**src/rtl/dcache_ctrl.sv**
```systemverilog
// Direct-mapped, write-through, no-write-allocate data cache controller.
// Read hits return in zero wait cycles; misses refill a 4-word line.
module dcache_ctrl #(
    parameter int INDEX_W = 3
) (
    input  logic         clk,
    input  logic         rst,
    input  logic         cpu_read,
    input  logic         cpu_write,
    input  logic [9:0]   cpu_addr,
    input  logic [31:0]  cpu_wdata,
    output logic [31:0]  cpu_rdata,
    output logic         cpu_stall,
    output logic [9:0]   mem_address,
    output logic [31:0]  mem_wdata,
    output logic         mem_write,
    output logic         mem_read_req,
    input  logic [127:0] mem_rdata,
    input  logic         mem_done
);
    localparam int LINES = 1 << INDEX_W;
    localparam int TAG_W = 8 - INDEX_W;

    typedef enum logic [1:0] {IDLE, REFILL, WRITE_MEM} state_t;

    state_t state, state_nx;

    logic [LINES-1:0] valid;
    logic [TAG_W-1:0] tags [LINES];
    logic [127:0]     data [LINES];

    logic [INDEX_W-1:0] cpu_idx, mem_idx;
    logic [TAG_W-1:0]   cpu_tag, mem_tag;
    logic [127:0]       cpu_line;
    logic               hit;
    logic               issue_rd, issue_wr, refill_done;

    assign cpu_idx  = cpu_addr[INDEX_W+1:2];
    assign cpu_tag  = cpu_addr[9:INDEX_W+2];
    assign mem_idx  = mem_address[INDEX_W+1:2];
    assign mem_tag  = mem_address[9:INDEX_W+2];
    assign cpu_line = data[cpu_idx];
    assign hit      = valid[cpu_idx] && (tags[cpu_idx] == cpu_tag);
    assign cpu_rdata = cpu_line[{cpu_addr[1:0], 5'b0} +: 32];

    always_ff @(posedge clk or posedge rst) begin
        if (rst) state <= IDLE;
        else     state <= state_nx;
    end

    // A simultaneous read and write is handled as a write.
    always_comb begin
        state_nx    = state;
        cpu_stall   = 1'b0;
        issue_rd    = 1'b0;
        issue_wr    = 1'b0;
        refill_done = 1'b0;
        unique case (state)
            IDLE: begin
                if (cpu_write) begin
                    cpu_stall = 1'b1;
                    issue_wr  = 1'b1;
                    state_nx  = WRITE_MEM;
                end else if (cpu_read && !hit) begin
                    cpu_stall = 1'b1;
                    issue_rd  = 1'b1;
                    state_nx  = REFILL;
                end
            end
            REFILL: begin
                cpu_stall = 1'b1;
                if (mem_done) begin
                    refill_done = 1'b1;
                    state_nx    = IDLE;
                end
            end
            WRITE_MEM: begin
                cpu_stall = 1'b1;
                if (mem_done) state_nx = IDLE;
            end
            default: state_nx = IDLE;
        endcase
    end

    always_ff @(posedge clk or posedge rst) begin
        if (rst) begin
            mem_address  <= '0;
            mem_wdata    <= '0;
            mem_write    <= 1'b0;
            mem_read_req <= 1'b0;
            valid        <= '0;
        end else begin
            if (issue_wr) begin
                mem_address <= cpu_addr;
                mem_wdata   <= cpu_wdata;
                mem_write   <= 1'b1;
            end else if (issue_rd) begin
                mem_address  <= {cpu_addr[9:2], 2'b00};
                mem_read_req <= 1'b1;
            end
            if (state != IDLE && mem_done) begin
                mem_write    <= 1'b0;
                mem_read_req <= 1'b0;
            end
            if (refill_done) valid[mem_idx] <= 1'b1;
        end
    end

    // Line storage is not reset; valid bits alone qualify it.
    always_ff @(posedge clk) begin
        if (refill_done) begin
            data[mem_idx] <= mem_rdata;
            tags[mem_idx] <= mem_tag;
        end else if (issue_wr && hit) begin
            data[cpu_idx][{cpu_addr[1:0], 5'b0} +: 32] <= cpu_wdata;
        end
    end

endmodule

```
**config.mk**
```make
export PLATFORM = sky130hd
export DESIGN_NAME = dcache_ctrl
export DESIGN_NICKNAME = d
export VERILOG_FILES = /design/src/rtl/dcache_ctrl.sv
export SDC_FILE = /design/constraint.sdc
export NUM_CORES = 1
export LEC_CHECK = 0
export CAP_MARGIN = 0
export CORE_MARGIN = 2
export CORE_UTILIZATION = 35
export CTS_BUF_LIST = sky130_fd_sc_hd__clkbuf_4 sky130_fd_sc_hd__clkbuf_8
export DETAILED_ROUTE_END_ITERATION = 12
export GPL_TIMING_DRIVEN = 0
export SYNTH_ARGS = -nofsm -noshare
export SYNTH_HDL_FRONTEND = slang
export SYNTH_SLANG_ARGS = --single-unit
export TNS_END_PERCENT = 1
```
**constraint.sdc**
```tcl
create_clock -name clk -period 7.87 [get_ports clk]
set_clock_uncertainty 0.15 [all_clocks]
set_input_delay 1.9675 -clock clk [delete_from_list [all_inputs] [get_ports clk]]
set_output_delay 1.9675 -clock clk [all_outputs]
set_load 0.03 [all_outputs]
```
# Word level (Yosys, flattened, before mapping)
# Memory sizes are Yosys's and may differ from the RTL's.
# Cells that the tools add are included.
# op_classes
eq_ne	6
div_mod_pow	0
mux	32
reduce_logical	15
n_shift	3
mul	0
n_addsub	1
bitwise	1
n_lt_le_gt_ge	3
# ops
cell	count
$mux 128	3
$reduce_or 128->1	1
$shift 32x9->128 const A	1
$shiftx 128x8->32	1
$shiftx 32x9->128	1
$mux 10	2
$mux 1	19
$neg 7->9	1
$lt 3x4->1 const B	2
$or 8x8->8	1
$reduce_bool 2->1	4
$mux 2	3
$eq 5x5->1	1
$logic_and 1x1->1	5
$ne 2x1->1 const B	2
$pmux 2 s2	1
$reduce_and 2->1	2
$bmux 1 s3	1
$demux 1 s3	1
$ge 3x1->1 const B	1
$mux 3	1
$ne 3x3->1 const B	1
$eq 2x1->1 const B	1
$eq 2x2->1 const B	1
other kinds (4)	4
# totals
ff_bits	54
output_inout_bits	77
wordCells	69
rom_bits	0
mem_count	2
latch_bits	0
ramBits	1064
input_bits	175
# memory_table
name	depth	word_bits	read_ports	rd_ports_with_merged_regs	write_ports	line	source
data	8	128	1	0	1	30	logic [127:0] data [LINES];
tags	8	5	1	0	1	29	logic [TAG_W-1:0] tags [LINES];

# Logic depth before layout (Yosys ltp)
# logic_depth
ltp_word	11
depth_mapped	12
mapped_depth_nobuf	7

# Least setup slack after synthesis
# Ideal clock, no wire load.
# synth_timing
path_kind	input to register
start	input port cpu_addr[0]
end	memory data[7][0], enable pin
cell_stages	11
t_arrival_ns	6.032
n_path_buf	5
slack_ns	1.256
path_cell_list	clkinv_1 clkbuf_1 clkbuf_1 ha_1 nor4_1 or2_2 clkbuf_1 clkbuf_1 clkbuf_1 o2111ai_1 a21oi_1
# synth_via
elab_chain_cells	5
elab_cells_between_ends	6
cone_classes	1 x add/sub; 1 x shift; 3 x mux; 1 x reduce/logical
# synth_lines
item	line	source
start, declared	10	input logic [9:0] cpu_addr,
$neg 7->9 (*)	115	data[cpu_idx][{cpu_addr[1:0], 5'b0} +: 32] <= cpu_wdata;
$shift 32x9->128 (*)	115	
$mux 128 (implied by the code) (*)	115	
$reduce_or 128->1 (no line)	-	
$mux 3 (no line) / $mux 128 (equally long branches)	-	
end, declared	30	
# Mark *: on every way between the ends. The rest lies on a longest branch, timed or not.

# Worst setup path after layout
# layout_timing
start	input port cpu_addr[0]
end	memory data[7][77], enable pin
# The elaborated chain is that of the path after synthesis.

==> summary.md <==
| Metric | Value |
|---|---|
| Number of port buffers | 249 |
| HP Class | reg -> reg |
| Failing checks | setup timing |
| Critical path capture point type | register |
| Routed wl met2 | 66100 um |
| Post-DR vias/cell | 5.89 |
| Initial drt markers | 4538 |
| Pre-Repair DR Iteration Count | 6 |
| Place WS | -1.77 ns |
| H-tree depth | 4 |
| Total track usage | 0.235 |
| Worst-Skew Late Latency | 0.88 ns |
| Wl on met1 | 59600 um |
| Synthesized area | 45000 sq um |
| Final Cell Area | 54600 sq um |
| VDD IR max | 0.220 mV |
| Crit path kind | in -> reg |
| Max-slew violations | 0 |
| Yosys warns | 0 |
| Required time of the critical path | 8.25 ns |
| DRC Markers | 0 |
| Die W | 363 um |
| Synthesized area per cell | 19.1 sq um |
| Psw | 3940 uW |
| Final Cycle Share | 1.01 |
| Final min period | 7.98 ns |
| Unrepaired setup endpoints after global routing | yes |
| First-pass GRT wire length | 211000 um |
| Clock Pin Slew Worst Setup and Hold Paths | 0.06 ns |
| Synth Instances | 2350 |
| CP max stage delay | 0.66 ns |
| Max-cap check violation count | 0 |
| Metal3 WL | 25500 um |
| Crit-path max FO | 14 |
| Final Hold Viols | 0 |
| Largest net degree at the start of global routing | 30 |
| Synth cell types | 44 |
| Fill count | 11100 |
| Clk pwr share | 0.341 |
| Height of the die | 363 um |
| Placed cell area | 51100 sq um |
| Final wirelength | 156000 um |
| # rows | 131 |
| Vias in the first global route | 26700 |
| Antenna Nets Post-Route | 0 |
| Sequential cell area | 33300 sq um |
| TritonCTS Buffers | 176 |
| Worst path cell trace | dlygate4sd2_1, clkinv_1, clkbuf_2, clkbuf_2, ha_1, nor4_1, or2_2, clkbuf_1, clkbuf_1, clkbuf_2, o2111ai_1, a21oi_4, buf_16, buf_16 |
| Slowest CP cell | clkbuf_1 |
| Seq cells post-synth | 1118 |
| Static leakage | 0.0174 uW |
| PD cells | 259 nW/um^2 |
| Root buffer cell | clkbuf_8 |
| Total power | 14100 uW |
| Antenna violations before repair | 9 |
| Syn_nets | 2532 |
| CP bufs+invs | 9 |
| Worst-margin pin slew | 1.37 ns |
| I/O Pins | 252 |
| DPL Wire Length | 110000 um |
| Deepest clock path buffer count | 3 |
| Hold_ws | 0.319 ns |
| Most used flip-flop cell after synthesis | edfxtp_1 |
| DR vias | 27200 |
| Kind of cell adding the most delay to the critical path | buffers and inverters |
| Async S/R FF share, synth | 0.0483 |
| Syn-to-layout area delta | 21.3% |
| Layout cells sized above 1 | 0.266 |
| Final setup fails | 14 |
| Critical path's most frequent cell | clkbuf_2 |
| Reg power frac | 0.501 |
| Area of the multi-input gates | 11300 sq um |
| Die area | 131000 sq um |
| CTS tree | built |
| Highest metal used | met5 |
| Sequential fraction of the synthesis area | 0.740 |
| Gpl congestion | 0.896 |
| Clock Sinks | 1118 |
| Data arrival, critical path | 8.36 ns |
| Wire per inst | 33.6 um |
| Rel. slew slack | 0.0876 |
| Core box area | 128000 sq um |
| Net Sw Frac | 0.279 |
| P_int | 10200 uW |
| Post-synth EDFFs | 1064 |
| Status | finished with violations |
| Crit path launch type | input pin |
| Maximum clock rate | 125 MHz |
| Initial Utilization | 0.353 |
| Final WS setup | -0.109 ns |
| Gr ovfl total | 0 |
| Fin nets | 3011 |
| Logic pwr share | 0.158 |
[cell usage after synthesis (2+ instances only)]
master,count,share of area
a21oi_1,42,0.0047
o2111ai_1,4,0.00078
mux2_2,8,0.0020
nor2b_1,2,0.00028
mux4_2,322,0.16
ha_1,7,0.0019
a22oi_1,10,0.0017
or2_2,9,0.0013
nor3b_1,3,0.00050
buf_2,36,0.0040
and3_1,4,0.00056
clkbuf_1,96,0.0080
nand4b_1,4,0.00078
a22o_1,2,0.00039
a2111o_1,3,0.00075
mux2i_1,21,0.0047
buf_4,2,0.00033
nand3_1,4,0.00044
o21ai_1,34,0.0038
nor2_1,9,0.00075
and2_1,2,0.00028
inv_1,9,0.00075
o21ai_0,226,0.025
nand2_1,328,0.027
a21oi_2,3,0.00058
o22a_1,2,0.00039
buf_1,7,0.00058
nor3_1,4,0.00044
dfrtp_1,54,0.030
edfxtp_1,1064,0.71
buf_6,12,0.0030
nand4_1,5,0.00070
[layer usage]
layer | global-route usage | vias up
met5 | 0 | -
met4 | 0.0679 | 4
met3 | 0.103 | 280
met2 | 0.333 | 2224
met1 | 0.326 | 14200
li1 | - | 10500
[sequential cells by signal, summed over array words and instances, names as in the netlist]
| name | count |
|---|---|
| state | 2 |
| mem_read_req | 1 |
| mem_write | 1 |
| mem_wdata | 32 |
| data | 1024 |
| tags | 40 |
| mem_address | 10 |
| valid | 8 |
[worst register-to-register path, stage by stage, from the launching register on]
cell	delay (ns)
dfrtp_1	0.40
inv_1	0.11
ha_1	0.24
and2_0	0.44
or2_2	0.20
clkbuf_1	0.61
clkbuf_1	0.66
clkbuf_2	0.47
o2111ai_1	0.55
a21oi_4	0.64
buf_16	0.23
buf_16	0.19
[cells in the final DEF, fill, tap and decap left out, types with 35 or more instances in the layout]
master / count
buf_2: 35
clkbuf_1: 69
clkbuf_4: 66
clkbuf_8: 181
clkdlybuf4s50_1: 248
clkinv_1: 37
dfrtp_1: 54
edfxtp_1: 1064
mux4_2: 322
nand2_1: 328
o21ai_0: 224
o21ai_1: 36
[path summary, 6_finish.rpt]
| path | cells past startpoint | startpoint | slack, ns | endpoint |
|---|---|---|---|---|
| max in group asynchronous | 3 | rst | 5.57 | mem_wdata[21] |
| max | 14 | cpu_addr[0] | -0.11 | data[7][77] |
| min | 1 | valid[6] | 0.32 | valid[6] |
| min reg2reg | 1 | valid[6] | 0.32 | valid[6] |
| max reg2reg | 11 | state[1] | 2.63 | data[7][77] |
| min in group asynchronous | 2 | rst | 1.33 | valid[7] |
[logic make-up (layout without fill, tap and decap cells)]
| group | Yosys count | in the layout | share of synthesized area |
|---|---|---|---|
| other | 0 | 3 | 0 |
| AO/OA/AOI/OAI | 329 | 329 | 0.0386 |
| AND/OR/NAND/NOR | 381 | 381 | 0.0344 |
| buffers and inverters | 164 | 778 | 0.0171 |
| adder cells (fa/ha/maj) | 7 | 7 | 0.00195 |
| flip-flops | 1118 | 1118 | 0.740 |
| multiplexers | 351 | 351 | 0.168 |
[power by group through the flow]
stage | combinational [uW] | clock [uW] | sequential (uW)
floorplan | 868 | 0 | 7360
global placement | 2010 | 0 | 7190
detailed placement | 2180 | 0 | 7190
CTS | 2190 | 4860 | 7070
global route | 2310 | 5110 | 7100
finish | 2230 | 4820 | 7070
[final cells by class]
cell class,instances,share of cell area
Timing Repair Buffer,301,0.0678
Inverter,10,0.000688
Antenna cell,3,0.000138
Clock inverter,67,0.00722
Tap cell,1662,0.0381
Clock buffer,246,0.0546
Sequential cell,1118,0.610
Multi-Input combinational cell,1068,0.207
Buffer,154,0.0142
[through the flow]
stage | instances | util | setup TNS, ns
floorplan | 2350 | - | 0
global placement | 4261 | 0.389 | -3668.18
detailed placement | 4308 | 0.400 | -1072.01
CTS | 4626 | 0.428 | -0.0375
global route | 4627 | 0.428 | -1.17
finish | 4629 | 0.428 | -1.18
[timing repair]
| action | CTS | global route |
|---|---|---|
| resized for setup | 29 | 7 |
| pin swaps | 5 | 0 |
| endpoints found under the setup margin | 490 | 26 |
| buffers inserted | 5 | 0 |
| hold buffers | 0 | 0 |
Note: power is estimated with default switching activity, not from simulation.
